$ cat src/rtl/spi_seq_pkg.sv
// Shared constants and state encodings for the SPI packet sequencer and its APB port.
package spi_seq_pkg;

    localparam int unsigned PKT_W  = 64;
    localparam int unsigned BYTE_W = 8;
    localparam int unsigned ADDR_W = 16;

    localparam logic [5:0] CFG_OFS = 6'h00;
    localparam logic [5:0] TX_OFS  = 6'h04;
    localparam logic [5:0] CMD_OFS = 6'h0C;

    localparam logic [7:0]  CMD_START     = 8'h02;
    localparam int unsigned STAT_BUSY_BIT = 0;

    typedef enum logic [2:0] {
        IDLE,
        CFG,
        TX,
        CMD,
        GAP,
        STAT,
        RXRD,
        NEXT
    } seq_state_e;

    typedef enum logic [1:0] {
        AP_IDLE,
        AP_SETUP,
        AP_ACCESS,
        AP_ACK
    } apb_state_e;

endpackage

$ cat src/rtl/apb_master_port.sv
// Single-transfer APB master: SETUP, ACCESS until PREADY, then one idle cycle flagged by ack.
module apb_master_port
    import spi_seq_pkg::*;
(
    input  logic        clk,
    input  logic        rst,
    input  logic        req,
    input  logic        write,
    input  logic [15:0] addr,
    input  logic [7:0]  wdata,
    output logic        psel,
    output logic        penable,
    output logic        pwrite,
    output logic [15:0] paddr,
    output logic [7:0]  pwdata,
    input  logic [7:0]  prdata,
    input  logic        pready,
    output logic        ack,
    output logic [7:0]  rdata
);

    apb_state_e  st_q, st_d;
    logic        psel_q, psel_d;
    logic        penable_q, penable_d;
    logic        pwrite_q, pwrite_d;
    logic [15:0] paddr_q, paddr_d;
    logic [7:0]  pwdata_q, pwdata_d;
    logic        ack_q, ack_d;
    logic [7:0]  rdata_q, rdata_d;

    // A new request is accepted during the idle cycle so back-to-back transfers take 3 cycles.
    always_comb begin
        st_d      = st_q;
        psel_d    = psel_q;
        penable_d = penable_q;
        pwrite_d  = pwrite_q;
        paddr_d   = paddr_q;
        pwdata_d  = pwdata_q;
        rdata_d   = rdata_q;
        ack_d     = 1'b0;
        unique case (st_q)
            AP_IDLE, AP_ACK: begin
                st_d = AP_IDLE;
                if (req) begin
                    st_d      = AP_SETUP;
                    psel_d    = 1'b1;
                    penable_d = 1'b0;
                    pwrite_d  = write;
                    paddr_d   = addr;
                    pwdata_d  = write ? wdata : 8'h00;
                end
            end
            AP_SETUP: begin
                st_d      = AP_ACCESS;
                penable_d = 1'b1;
            end
            AP_ACCESS: begin
                if (pready) begin
                    st_d      = AP_ACK;
                    psel_d    = 1'b0;
                    penable_d = 1'b0;
                    pwrite_d  = 1'b0;
                    rdata_d   = prdata;
                    ack_d     = 1'b1;
                end
            end
            default: st_d = AP_IDLE;
        endcase
    end

    always_ff @(posedge clk or posedge rst) begin
        if (rst) begin
            st_q      <= AP_IDLE;
            psel_q    <= 1'b0;
            penable_q <= 1'b0;
            pwrite_q  <= 1'b0;
            paddr_q   <= 16'h0000;
            pwdata_q  <= 8'h00;
            ack_q     <= 1'b0;
            rdata_q   <= 8'h00;
        end else begin
            st_q      <= st_d;
            psel_q    <= psel_d;
            penable_q <= penable_d;
            pwrite_q  <= pwrite_d;
            paddr_q   <= paddr_d;
            pwdata_q  <= pwdata_d;
            ack_q     <= ack_d;
            rdata_q   <= rdata_d;
        end
    end

    assign psel    = psel_q;
    assign penable = penable_q;
    assign pwrite  = pwrite_q;
    assign paddr   = paddr_q;
    assign pwdata  = pwdata_q;
    assign ack     = ack_q;
    assign rdata   = rdata_q;

endmodule

$ cat src/rtl/spi_pkt_sequencer.sv
// Streams a 64-bit packet MSB byte first to the SPI APB slave, polling STATUS per byte
// and optionally assembling the returned RX bytes.
module spi_pkt_sequencer
    import spi_seq_pkg::*;
#(
    parameter logic [9:0]  BASE_ADDR = 10'd1,
    parameter int unsigned POLL_GAP  = 8,
    parameter int unsigned POLL_MAX  = 1024
) (
    input  logic        i_PCLK,
    input  logic        i_PRESET,
    input  logic        i_start,
    input  logic [63:0] i_pkt,
    input  logic [1:0]  i_mode,
    input  logic [1:0]  i_slave,
    input  logic [1:0]  i_sck,
    input  logic        i_rx_en,
    output logic        o_PSEL,
    output logic        o_PENABLE,
    output logic        o_PWRITE,
    output logic [15:0] o_PADDR,
    output logic [7:0]  o_PWDATA,
    input  logic [7:0]  i_PRDATA,
    input  logic        i_PREADY,
    output logic        o_busy,
    output logic        o_done,
    output logic        o_err,
    output logic [2:0]  o_byte_idx,
    output logic [63:0] o_rx_pkt
);

    seq_state_e  state_q, state_d;
    logic [63:0] shift_q, shift_d;
    logic [63:0] rx_pkt_q, rx_pkt_d;
    logic [2:0]  idx_q, idx_d;
    logic [15:0] poll_q, poll_d;
    logic [7:0]  gap_q, gap_d;
    logic [5:0]  cfg_q, cfg_d;
    logic        rx_en_q, rx_en_d;
    logic        busy_q, busy_d;
    logic        done_q, done_d;
    logic        err_q, err_d;

    logic        req_c;
    logic        req_wr_c;
    logic [5:0]  req_ofs_c;
    logic [7:0]  req_wdata_c;
    logic [16:0] poll_inc_c;
    logic        ack;
    logic [7:0]  rdata;

    assign poll_inc_c = 17'(poll_q) + 17'd1;

    // Requests are raised on the transition into each transfer state.
    always_comb begin
        state_d     = state_q;
        shift_d     = shift_q;
        rx_pkt_d    = rx_pkt_q;
        idx_d       = idx_q;
        poll_d      = poll_q;
        gap_d       = gap_q;
        cfg_d       = cfg_q;
        rx_en_d     = rx_en_q;
        busy_d      = busy_q;
        done_d      = 1'b0;
        err_d       = err_q;
        req_c       = 1'b0;
        req_wr_c    = 1'b0;
        req_ofs_c   = CFG_OFS;
        req_wdata_c = 8'h00;
        unique case (state_q)
            IDLE: begin
                if (i_start) begin
                    state_d     = CFG;
                    shift_d     = i_pkt;
                    cfg_d       = {i_mode, i_slave, i_sck};
                    rx_en_d     = i_rx_en;
                    rx_pkt_d    = 64'h0;
                    idx_d       = 3'd0;
                    poll_d      = 16'h0000;
                    gap_d       = 8'h00;
                    err_d       = 1'b0;
                    busy_d      = 1'b1;
                    req_c       = 1'b1;
                    req_wr_c    = 1'b1;
                    req_ofs_c   = CFG_OFS;
                    req_wdata_c = {2'b00, i_mode, i_slave, i_sck};
                end
            end
            CFG: begin
                if (ack) begin
                    state_d     = TX;
                    req_c       = 1'b1;
                    req_wr_c    = 1'b1;
                    req_ofs_c   = TX_OFS;
                    req_wdata_c = shift_q[63:56];
                end
            end
            TX: begin
                if (ack) begin
                    state_d     = CMD;
                    req_c       = 1'b1;
                    req_wr_c    = 1'b1;
                    req_ofs_c   = CMD_OFS;
                    req_wdata_c = CMD_START;
                end
            end
            CMD: begin
                if (ack) begin
                    state_d = GAP;
                    gap_d   = 8'h00;
                end
            end
            GAP: begin
                gap_d = gap_q + 8'd1;
                if (gap_q == 8'(POLL_GAP - 1)) begin
                    state_d   = STAT;
                    gap_d     = 8'h00;
                    req_c     = 1'b1;
                    req_ofs_c = CFG_OFS;
                end
            end
            STAT: begin
                if (ack) begin
                    poll_d = poll_inc_c[15:0];
                    if (rdata[STAT_BUSY_BIT]) begin
                        if (poll_inc_c >= 17'(POLL_MAX)) begin
                            state_d = IDLE;
                            err_d   = 1'b1;
                            busy_d  = 1'b0;
                        end else begin
                            state_d = GAP;
                        end
                    end else if (rx_en_q) begin
                        state_d   = RXRD;
                        req_c     = 1'b1;
                        req_ofs_c = TX_OFS;
                    end else begin
                        state_d = NEXT;
                    end
                end
            end
            RXRD: begin
                if (ack) begin
                    for (int b = 0; b < 8; b++) begin
                        if (idx_q == 3'(b)) rx_pkt_d[63-8*b -: 8] = rdata;
                    end
                    state_d = NEXT;
                end
            end
            NEXT: begin
                if (idx_q == 3'd7) begin
                    state_d = IDLE;
                    done_d  = 1'b1;
                    busy_d  = 1'b0;
                end else begin
                    state_d     = CFG;
                    shift_d     = {shift_q[55:0], 8'h00};
                    idx_d       = idx_q + 3'd1;
                    poll_d      = 16'h0000;
                    req_c       = 1'b1;
                    req_wr_c    = 1'b1;
                    req_ofs_c   = CFG_OFS;
                    req_wdata_c = {2'b00, cfg_q};
                end
            end
            default: state_d = IDLE;
        endcase
    end

    always_ff @(posedge i_PCLK or posedge i_PRESET) begin
        if (i_PRESET) begin
            state_q  <= IDLE;
            shift_q  <= 64'h0;
            rx_pkt_q <= 64'h0;
            idx_q    <= 3'd0;
            poll_q   <= 16'h0000;
            gap_q    <= 8'h00;
            cfg_q    <= 6'h00;
            rx_en_q  <= 1'b0;
            busy_q   <= 1'b0;
            done_q   <= 1'b0;
            err_q    <= 1'b0;
        end else begin
            state_q  <= state_d;
            shift_q  <= shift_d;
            rx_pkt_q <= rx_pkt_d;
            idx_q    <= idx_d;
            poll_q   <= poll_d;
            gap_q    <= gap_d;
            cfg_q    <= cfg_d;
            rx_en_q  <= rx_en_d;
            busy_q   <= busy_d;
            done_q   <= done_d;
            err_q    <= err_d;
        end
    end

    apb_master_port u_apb (
        .clk     (i_PCLK),
        .rst     (i_PRESET),
        .req     (req_c),
        .write   (req_wr_c),
        .addr    ({BASE_ADDR, req_ofs_c}),
        .wdata   (req_wdata_c),
        .psel    (o_PSEL),
        .penable (o_PENABLE),
        .pwrite  (o_PWRITE),
        .paddr   (o_PADDR),
        .pwdata  (o_PWDATA),
        .prdata  (i_PRDATA),
        .pready  (i_PREADY),
        .ack     (ack),
        .rdata   (rdata)
    );

    assign o_busy     = busy_q;
    assign o_done     = done_q;
    assign o_err      = err_q;
    assign o_byte_idx = idx_q;
    assign o_rx_pkt   = rx_pkt_q;

endmodule

$ cat config.mk
export PLATFORM = sky130hd
export DESIGN_NAME = spi_pkt_sequencer
export DESIGN_NICKNAME = d
export VERILOG_FILES = /design/src/rtl/spi_seq_pkg.sv /design/src/rtl/apb_master_port.sv /design/src/rtl/spi_pkt_sequencer.sv
export SDC_FILE = /design/constraint.sdc
export NUM_CORES = 1
export LEC_CHECK = 0
export BUFFER_PORTS_ARGS = -buffer_cell sky130_fd_sc_hd__buf_2
export CAP_MARGIN = 20
export CORE_AREA = 2 2 127 129
export CTS_CLUSTER_SIZE = 12
export DETAILED_ROUTE_END_ITERATION = 8
export DIE_AREA = 0 0 129 131
export PLACE_DENSITY = 0.85
export SKIP_CTS_REPAIR_TIMING = 1
export SLEW_MARGIN = 20
export SYNTH_ARGS = -nofsm -noshare
export SYNTH_HDL_FRONTEND = slang
export SYNTH_HIERARCHICAL = 1
export SYNTH_SLANG_ARGS = --single-unit
$ cat constraint.sdc
create_clock -name i_PCLK -period 11.91 [get_ports i_PCLK]
set_clock_uncertainty 0.15 [all_clocks]
set_input_delay 2.382 -clock i_PCLK [delete_from_list [all_inputs] [get_ports i_PCLK]]
set_output_delay 2.382 -clock i_PCLK [all_outputs]
set_load 0.02 [all_outputs]
==> impl_metrics.csv, run 1 <==
group,metric,value,unit
cts,clockRootBuffer,"clkbuf_16",
layout,area_delta_synth_final,19.3,%
detailed_routing,avgRoutedWirePerCell,16.7,um
die,core_area,15600,um^2
die,die_x,129,um
yosys,synth_xor_xnor_area_share,0.762,%
detailed_routing,drc_errors,0,
yosys,yosys.cell_types.count,59,
setup_path,crit_fanout,34,
cts,clock_latency,0.51,ns
timing,fin_ws,7.40,ns
cts,cts_buffer_depth,3,
yosys,synth_area_leader_cell,"dfrtp_1",
timing,tns,0,ns
die,start_util,58.9,%
yosys,synth_edf_count,0,
cts,htree_levels,1,
detailed_routing,wl,21700,um
flow_run,max-cap-violations,0,
grt,overflow,0,
grt,gr-usage-all-layers,25.5,%
grt,first_global_vias,6952,
yosys,post_synth_fa_ha_maj_area_fraction,1.50,%
setup_path,r2r-start,"state_q[2]",
detailed_routing,vias,7214,
timing,setup_viol,0,
setup_path,cp-start-kind,"input port",
die,die_h,131,um
power_and_ir_drop,power,0.00263,W
grt,grt_pass1_wl,34600,um
hold_path,min_path_cells,2,
yosys,synth-simple-area-share,15.2,%
yosys,synth.avg_cell_area,10.3,um^2
timing,whs,0.325,ns
cts,path_clk_slew,0.06,ns
yosys,synthMuxAreaShare,10.2,%
yosys,netlist_area,9190,um^2
layout,design_area,11000,um^2
yosys,synth-seq-area-share,56.1,%
place,place_area,10300,um^2
power_and_ir_drop,powerDensity,240,nW/um^2
hold_path,hold-path-endpoint,"o_rx_pkt[8]",
timing,clock.fmax,0.222,GHz
timing,slew_viol_final,0,
grt,antenna_found_initial,1,
setup_path,crit_path_end_kind,"flop",
place,dp.final_hpwl,14800,um
place,routabilityCongestion,0.877,
cts,cts_tree,"yes",
yosys,ys_ff_latch,206,
setup_path,worstSetupPathType,"in2reg",
setup_path,r2r-end,"u_apb/paddr[6]",
detailed_routing,dr.pass1.iters,5,
status,outcome,"finished, final reports clean",
place,io_buffers,179,
hold_path,hold_path.class,"reg2reg",
setup_path,rr_worst_depth,7,
die,num_rows,46,
detailed_routing,drtIter0Drc,536,
layout,n_fill_cell,1119,
cts,clock-sinks,206,
timing,final-hold-violation-count,0,
setup_path,crit_required,12.16,ns
detailed_routing,viasPerCell,5.57,
timing,layout_min_cycle_time,4.51,ns
yosys,synth_area_leaders,"dfrtp_1 (56%), nand2_1 (8.4%), o21ai_0 (8.2%), mux2i_1 (6.2%), mux2_4 (2.1%)",
die,die_area,16900,um^2
power_and_ir_drop,irDropWorstVdd,131,uV
layout,antennaDiodeCount,0,
place,pre_cts_ws,6.90,ns
timing,maxSlewHeadroom,34.6,%
cts,numCtsBuffers,22,
timing,min_period_over_period,37.9,%
yosys,synthCells,893,
yosys,synth_top_family_by_area,"simple AND/OR/NAND/NOR gates",
grt,grt_max_degree,87,
timing,rsz0062_at_grt,"false",
hold_path,min_from,"o_rx_pkt[8]",
yosys,synthArstFlopShare,100,%
timing,worst_pin_slew,0.981,ns
detailed_routing,ant_nets,0,
yosys,synthFlopType,"dfrtp_1",
setup_path,r2r_slack,7.97,ns
setup_path,critical_path_arrival,4.75,ns
yosys,yosys_warnings,6,
yosys,synth_top_cell_area_share,56.1,%
layout,drive_gt1_share,25.2,%
yosys,synth_compound_area_share,13.1,%
die,ios,180,
layout,fin_nets,1164,
power_and_ir_drop,leakage,5.81,nW
## final cells by class
cell class | count | area (um^2) | share of cell area (%)
inverter | 18 | 72.6 | 0.662
sequential | 206 | 5150 | 47.0
multi-input combinational | 636 | 3820 | 34.9
tap | 216 | 270 | 2.46
timing repair buffer | 186 | 952 | 8.68
clock buffer | 31 | 644 | 5.87
clock inverter | 3 | 51.3 | 0.468
## cell usage after synthesis (2+ instances only)
cell type	instances
nor4_1	5
nand3_1	20
a21oi_1	7
mux2_2	14
o2111ai_2	2
and3_1	8
nor2_1	34
ha_1	11
buf_2	22
nor3_1	4
nor4_4	2
dfrtp_1	206
a32o_1	2
a21oi_2	6
a31oi_1	6
conb_1	2
a22o_1	2
xnor2_1	2
buf_6	2
nand3b_1	2
nand4_1	4
xor2_1	6
nand2_1	206
mux2i_1	57
mux2_4	13
o31ai_1	5
or2_2	2
or3_1	3
clkbuf_1	19
nor2b_1	4
o211ai_1	2
a222oi_1	6
nand2b_1	8
o211a_1	2
o21ai_1	6
inv_1	18
o21ai_0	151
## where the power goes
group / switching [W] / internal (W)
registers: 0.000165 / 0.000929
logic: 0.000546 / 0.000330
clock network: 0.000263 / 0.000395
total: 0.000974 / 0.00165
## sequential cells by signal, indices dropped and copies added, names as in the netlist
| signal | count |
|---|---|
| u_apb/st_q | 2 |
| u_apb/pwrite | 1 |
| u_apb/penable | 1 |
| rx_en_q | 1 |
| shift_q | 64 |
| u_apb/ack | 1 |
| poll_q | 16 |
| o_err | 1 |
| o_busy | 1 |
| u_apb/psel | 1 |
| state_q | 3 |
| gap_q | 8 |
| u_apb/pwdata | 8 |
| o_byte_idx | 3 |
| o_done | 1 |
| u_apb/paddr | 16 |
| u_apb/rdata | 8 |
| o_rx_pkt | 64 |
| cfg_q | 6 |
## through the flow
stage	utilization, %	std cells
floorplan	-	905
global placement	65.8	1261
detailed placement	65.8	1261
CTS	70.2	1295
global route	70.3	1296
finish	70.3	1296
## kinds of logic (layout without fill, tap and decap cells)
kind of cell / after synthesis / after routing
muxes: 85 / 85
and+or+nand+nor: 312 / 312
AOI/OAI and AO/OA: 206 / 206
adders and majority gates: 11 / 11
other: 2 / 14
xor gates and xnor gates: 8 / 8
buffers and inverters: 63 / 238
DFF: 206 / 206
## how the worst max path moves through the flow
stage,end,slack (ns),cells after the start,start
after floorplan,cfg_q[0],4.83,1,i_PRESET
after global placement,u_apb/paddr[6],6.98,6,i_start
after detailed placement,u_apb/paddr[6],6.90,6,i_start
after CTS,u_apb/paddr[6],7.43,6,i_start
after global routing,u_apb/paddr[6],7.30,6,i_start
final,u_apb/paddr[6],7.40,6,i_start
## cells in the final DEF (no fill, tap or decap), types with 7 or more instances in the layout
cell and count:
mux2_4 13, mux2_2 14, a21oi_2 7, o21ai_0 151, and3_1 8, dfrtp_1 206
conb_1 14, clkbuf_16 22, ha_1 11, nand3_1 19, mux2i_1 57, nand2b_1 8
nand2_1 206, nor2_1 33, buf_2 179, inv_1 17
## routing by layer
layer / global-route usage, % / vias to the layer above / routed length [um]
met5: 0 / - / 0
met4: 7.74 / 0 / 456
met3: 5.66 / 46 / 1610
met2: 43.5 / 278 / 10700
met1: 33.1 / 3467 / 8890
li1: - / 3423 / -
## worst max-delay path, cell delays in order
cell,delay (ns)
buf_2,0.12
nand3_1,0.59
nand2_1,0.39
or3_1,0.51
nand2_4,0.36
mux2_2,0.38
No activity file was read; power rests on OpenSTA's default activity.
==> run 2: changes to the inputs <==
- CORE_AREA: 2 2 127 129 -> 2 2 132 134
- DIE_AREA: 0 0 129 131 -> 0 0 134 136
- PLACE_DENSITY: 0.85 -> 0.79
- clock period: 11.91 -> 4.72 ns (I/O delays scaled with it)
==> run 2 against run 1 <==
Effect of this change:
- first-iteration DRC count decreased by 19%
- via count decreased by 0.28%
- non-clock buffer count unchanged
- hold slack got worse by 0.0023 ns
- routed wire length increased by 0.70%
- register-to-register slack got worse by 6.7 ns
- largest cell class unchanged
- clock-buffer cell count increased by 2
- cell count increased by 1.2%
- clock power increased by 140%
- setup slack got worse by 6.1 ns
- critical path depth increased by 2
==> impl_metrics.csv, run 2 (synthesis gave the netlist of run 1 again) <==
group,metric,value,unit
detailed_routing,dr.pass1.iters,8,
cts,path_clk_slew,0.06,ns
grt,use_met3,4.55,%
cts,clockRootBuffer,"clkbuf_16",
power_and_ir_drop,leakage,5.78,nW
hold_path,min_from,"o_rx_pkt[10]",
power_and_ir_drop,switching_share,37.4,%
hold_path,min_path_cells,2,
grt,first_global_vias,6824,
setup_path,crit_required,4.95,ns
power_and_ir_drop,powerDensity,595,nW/um^2
setup_path,critical_path_arrival,3.64,ns
grt,grt_pass1_wl,35100,um
timing,layout_min_cycle_time,3.41,ns
timing,worst_pin_slew,1.00,ns
place,place_area,10300,um^2
setup_path,crit_fanout,34,
layout,regArea,5150,um^2
detailed_routing,vias,7194,
layout,final_cell_mix,"nand2_1 (206), dfrtp_1 (206), buf_2 (179)",
die,num_rows,48,
timing,setup_viol,0,
layout,final_cells,1311,
power_and_ir_drop,irDropWorstVdd,298,uV
cts,clock-sinks,206,
timing,final-hold-violation-count,0,
die,ios,180,
setup_path,cpMaxStageDelayCell,"or3_1",
power_and_ir_drop,switchingPower,0.00243,W
cts,numCtsBuffers,22,
layout,fin_nets,1164,
setup_path,worstSetupPathType,"reg2reg",
detailed_routing,ant_nets,0,
setup_path,cp-start-kind,"flop",
power_and_ir_drop,combPwrFrac,33.5,%
grt,gr-usage-all-layers,24.1,%
timing,whs,0.322,ns
timing,tns,0,ns
setup_path,crit_path_end_kind,"flop",
timing,rsz0062_at_grt,"false",
timing,min_period_over_period,72.3,%
hold_path,hold_path.class,"reg2reg",
layout,area_delta_synth_final,19.0,%
die,die_x,134,um
setup_path,cp_common_cell,"ha_1",
grt,grt_max_degree,111,
layout,multi_input_area,3820,um^2
grt,overflow,0,
status,outcome,"finished, final reports clean",
die,start_util,54.5,%
cts,htree_levels,1,
detailed_routing,drc_errors,0,
setup_path,r2r-start,"o_byte_idx[0]",
detailed_routing,drtIter0Drc,434,
die,die_area,18200,um^2
detailed_routing,wl,21800,um
grt,use_met1,32.7,%
grt,grt_most_used_layer,"met2",
power_and_ir_drop,p_int,0.00408,W
place,dp.cells,1271,
grt,globalRouteMet2Util,39.9,%
place,io_buffers,179,
die,core_area,16900,um^2
setup_path,path_cells,"ha_1 > ha_1 > inv_1 > nand2b_1 > nand2_1 > or3_1 > nand2_4 > mux2_2",
power_and_ir_drop,power,0.00651,W
place,routabilityCongestion,0.869,
layout,drive_gt1_share,24.7,%
detailed_routing,avgRoutedWirePerCell,16.6,um
cts,clock_latency,0.50,ns
timing,slew_viol_final,0,
setup_path,rr_worst_depth,8,
place,dp.final_hpwl,14700,um
timing,clock.fmax,0.293,GHz
power_and_ir_drop,seq_power_share,42.3,%
setup_path,crit_start,"o_byte_idx[0]",
detailed_routing,viasPerCell,5.49,
setup_path,slowest_delay,0.53,ns
grt,antenna_found_initial,3,
die,die_h,136,um
cts,cts_buffer_depth,3,
power_and_ir_drop,pwr-share-clk,24.2,%
layout,n_fill_cell,1314,
flow_run,max-cap-violations,0,
layout,design_area,10900,um^2
timing,maxSlewHeadroom,33.2,%
cts,cts_tree,"yes",
## run 2: changes by cell type in the layout (fill, tap and decap cells not counted), sizes merged
cell / previous run / this run
diode: 0 / 4
clkbuf: 31 / 33
clkinvlp: 0 / 2
bufinv: 1 / 0
inv: 18 / 17
## run 2: stage by stage
stage          setup WS [ns]  utilization [%]
2_1_floorplan           1.49                -
3_3_place_gp            1.22             61.0
3_5_place_dp            1.15             61.0
4_1_cts                 1.33             64.8
5_1_grt                 1.09             64.8
6_report                1.31             64.8
## run 2: path summary, 6_finish.rpt
| check | end | slack, ns |
|---|---|---|
| worst max-delay path | u_apb/paddr[6] | 1.31 |
| worst min-delay path | o_rx_pkt[10] | 0.32 |
| worst max register to register | u_apb/paddr[6] | 1.31 |
| worst min register to register | o_rx_pkt[10] | 0.32 |
| max in group asynchronous | poll_q[10] | 3.07 |
| min in group asynchronous | shift_q[51] | 0.39 |
## run 2: final cells by class
class | count | area share [%]
Inverter | 18 | 0.652
Clock inverter | 3 | 0.160
Multi-Input combinational cell | 636 | 34.9
Tap cell | 225 | 2.57
Timing Repair Buffer | 186 | 8.78
Antenna cell | 4 | 0.0915
Clock buffer | 33 | 5.70
Sequential cell | 206 | 47.1
## run 2: metal layers
| layer | up-vias | part of all wire, % |
|---|---|---|
| met2 | 271 | 48 |
| li1 | 3427 | - |
| met5 | - | 0 |
| met1 | 3462 | 43 |
| met3 | 34 | 7.2 |
| met4 | 0 | 1.8 |
## run 2: power groups by stage
stage               Clock [W]  Sequential [W]  Combinational (W)
floorplan                   0         0.00287            0.00147
global placement            0         0.00274            0.00210
detailed placement          0         0.00277            0.00218
CTS                   0.00159         0.00275            0.00220
global route          0.00166         0.00283            0.00245
finish                0.00157         0.00275            0.00218
## run 2: worst max-delay path: cells and delay by family, from the launching register on
kind / cells / cell delay [ns]
adder cells (fa/ha/maj): 2 / 0.49
buffers and inverters: 1 / 0.10
flip-flops: 1 / 0.49
multiplexers: 1 / 0.39
AND/OR/NAND/NOR: 4 / 1.67
==> run 3: changes to the inputs <==
- CORE_AREA: 2 2 132 134 -> 2 2 139 141
- DIE_AREA: 0 0 134 136 -> 0 0 141 143
- PLACE_DENSITY: 0.79 -> 0.75
- clock period: 4.72 -> 2.8 ns (I/O delays scaled with it)
==> run 3 against run 2 <==
Effect of this change:
- cell count is 1.1% higher
- setup slack worse by 1.0 ns
- hold slack worse by 0.25 ns
- combinational power is 75% higher
- largest cell class unchanged
- clock-buffer cell count is 1 higher
- routed wire length is 4.2% lower
- critical path depth is 4 lower
- die area is 11% higher
- clock power is 82% higher
- via count is 1.9% lower
- final area is 1.6% higher
- total power is 73% higher
==> impl_metrics.csv, run 3 (synthesis gave the netlist of run 1 again) <==
group,metric,value,unit
status,outcome,"finished, final reports clean",
setup_path,critical_path_arrival,2.69,ns
flow_run,max-cap-violations,0,
place,dp.final_hpwl,14600,um
setup_path,rr_worst_depth,4,
place,io_buffers,179,
place,routabilityCongestion,0.824,
detailed_routing,wl,20900,um
timing,slew_viol_final,0,
setup_path,worstSetupPathType,"reg2reg",
grt,antenna_found_initial,2,
cts,cts_buffer_depth,3,
setup_path,cp-start-kind,"flop",
layout,final_cells,1326,
grt,grt_pass1_wl,34300,um
grt,grt_max_degree,109,
layout,n_fill_cell,1540,
die,ios,180,
grt,overflow,0,
layout,area_delta_synth_final,20.9,%
cts,path_clk_slew,0.06,ns
die,start_util,49.5,%
place,dp.cells,1289,
timing,worst_pin_slew,1.01,ns
detailed_routing,vias,7058,
setup_path,cpMaxStageDelayCell,"a21oi_1",
detailed_routing,avgRoutedWirePerCell,15.8,um
die,core_area,18600,um^2
setup_path,cp_top_family,"compound AO/OA/AOI/OAI gates",
detailed_routing,drc_errors,0,
cts,clockRootBuffer,"clkbuf_16",
setup_path,cp_num_cells,4,
detailed_routing,viasPerCell,5.32,
die,die_x,141,um
die,die_h,143,um
die,die_area,20200,um^2
hold_path,hold_path.class,"in2async",
cts,numCtsBuffers,22,
cts,htree_levels,1,
setup_path,path_cells,"inv_1 > and3_1 > a21oi_1 > o21ai_0",
grt,gr-usage-all-layers,20.8,%
timing,layout_min_cycle_time,2.52,ns
power_and_ir_drop,power,0.0112,W
detailed_routing,dr.pass1.iters,5,
cts,clock_latency,0.49,ns
timing,setup_viol,0,
layout,fin_nets,1173,
detailed_routing,ant_nets,0,
detailed_routing,drtIter0Drc,479,
power_and_ir_drop,irDropWorstVdd,576,uV
die,num_rows,50,
setup_path,path_buf_inv,1,
setup_path,slowest_delay,0.83,ns
layout,final_cell_mix,"nand2_1 (206), dfrtp_1 (206), buf_2 (179)",
timing,clock.fmax,0.397,GHz
cts,clock-sinks,206,
setup_path,crit_required,2.97,ns
layout,drive_gt1_share,25.5,%
power_and_ir_drop,leakage,5.87,nW
setup_path,crit_path_end_kind,"flop",
timing,final-hold-violation-count,0,
setup_path,crit_fanout,16,
timing,min_period_over_period,90.0,%
cts,cts_tree,"yes",
timing,maxSlewHeadroom,32.5,%
timing,rsz0062_at_grt,"false",
grt,first_global_vias,6849,
power_and_ir_drop,powerDensity,1010,nW/um^2
[run 3: cell types whose count changed in the layout (fill, tap and decap cells not counted)]
cell | previous run | this run
buf_4 | 6 | 12
buf_12 | 1 | 4
diode_2 | 4 | 1
bufinv_16 | 0 | 2
clkbuf_8 | 1 | 3
clkinv_2 | 2 | 0
a21oi_1 | 7 | 6
a21oi_2 | 6 | 7
clkbuf_1 | 9 | 8
clkinvlp_4 | 2 | 1
[run 3: power by group]
group          internal, W  switching (W)  total [W]
logic              0.00150        0.00232    0.00382
registers          0.00395       0.000616    0.00457
clock network      0.00176        0.00110    0.00286
total              0.00721        0.00404     0.0112
[run 3: final timing paths]
kind	start	to	slack, ns
setup reg to reg	state_q[2]	o_rx_pkt[57]	0.28
hold / removal	i_PRESET	u_apb/paddr[3]	0.07
min in group i_PCLK	i_pkt[1]	shift_q[1]	0.11
setup / recovery	state_q[2]	o_rx_pkt[57]	0.28
hold reg to reg	o_rx_pkt[8]	o_rx_pkt[8]	0.32
max in group asynchronous	i_PRESET	poll_q[3]	1.95
[run 3: through the flow]
step	setup TNS [ns]	util, %	setup slack, ns	hold slack [ns]	instance area (um^2)
after floorplan	-8.52	-	-0.0507	0.292	9240
after global placement	0	56.0	0.343	0.306	10400
after detailed placement	0	56.0	0.202	0.314	10400
after CTS	0	59.8	0.226	0.0680	11100
after global routing	0	59.8	0.0887	0.103	11100
final	0	59.8	0.281	0.0708	11100
[run 3: layout make-up]
type | instances | area (um^2) | share of cell area (%)
Sequential cell | 206 | 5150 | 46.4
Multi-Input combinational cell | 636 | 3820 | 34.4
Timing Repair Buffer | 195 | 1070 | 9.59
Clock buffer | 34 | 647 | 5.82
Tap cell | 234 | 293 | 2.63
Inverter | 18 | 71.3 | 0.641
Clock inverter | 2 | 60.1 | 0.540
Antenna cell | 1 | 2.50 | 0.0225
[run 3: worst register-to-register path, stage by stage (launching register included)]
cell,delay (ns)
dfrtp_1,0.66
inv_1,0.18
and3_1,0.32
a21oi_1,0.83
o21ai_0,0.22
[run 3: layer usage]
layer | routed length (um) | share of wire, % | global-route usage [%] | vias to the layer above
met4 | 312 | 1.5 | 4.79 | 0
met5 | 0 | 0 | 0 | -
met3 | 1310 | 6.3 | 4.23 | 28
met2 | 9780 | 47 | 34.2 | 216
li1 | - | - | - | 3432
met1 | 9500 | 45 | 28.9 | 3382
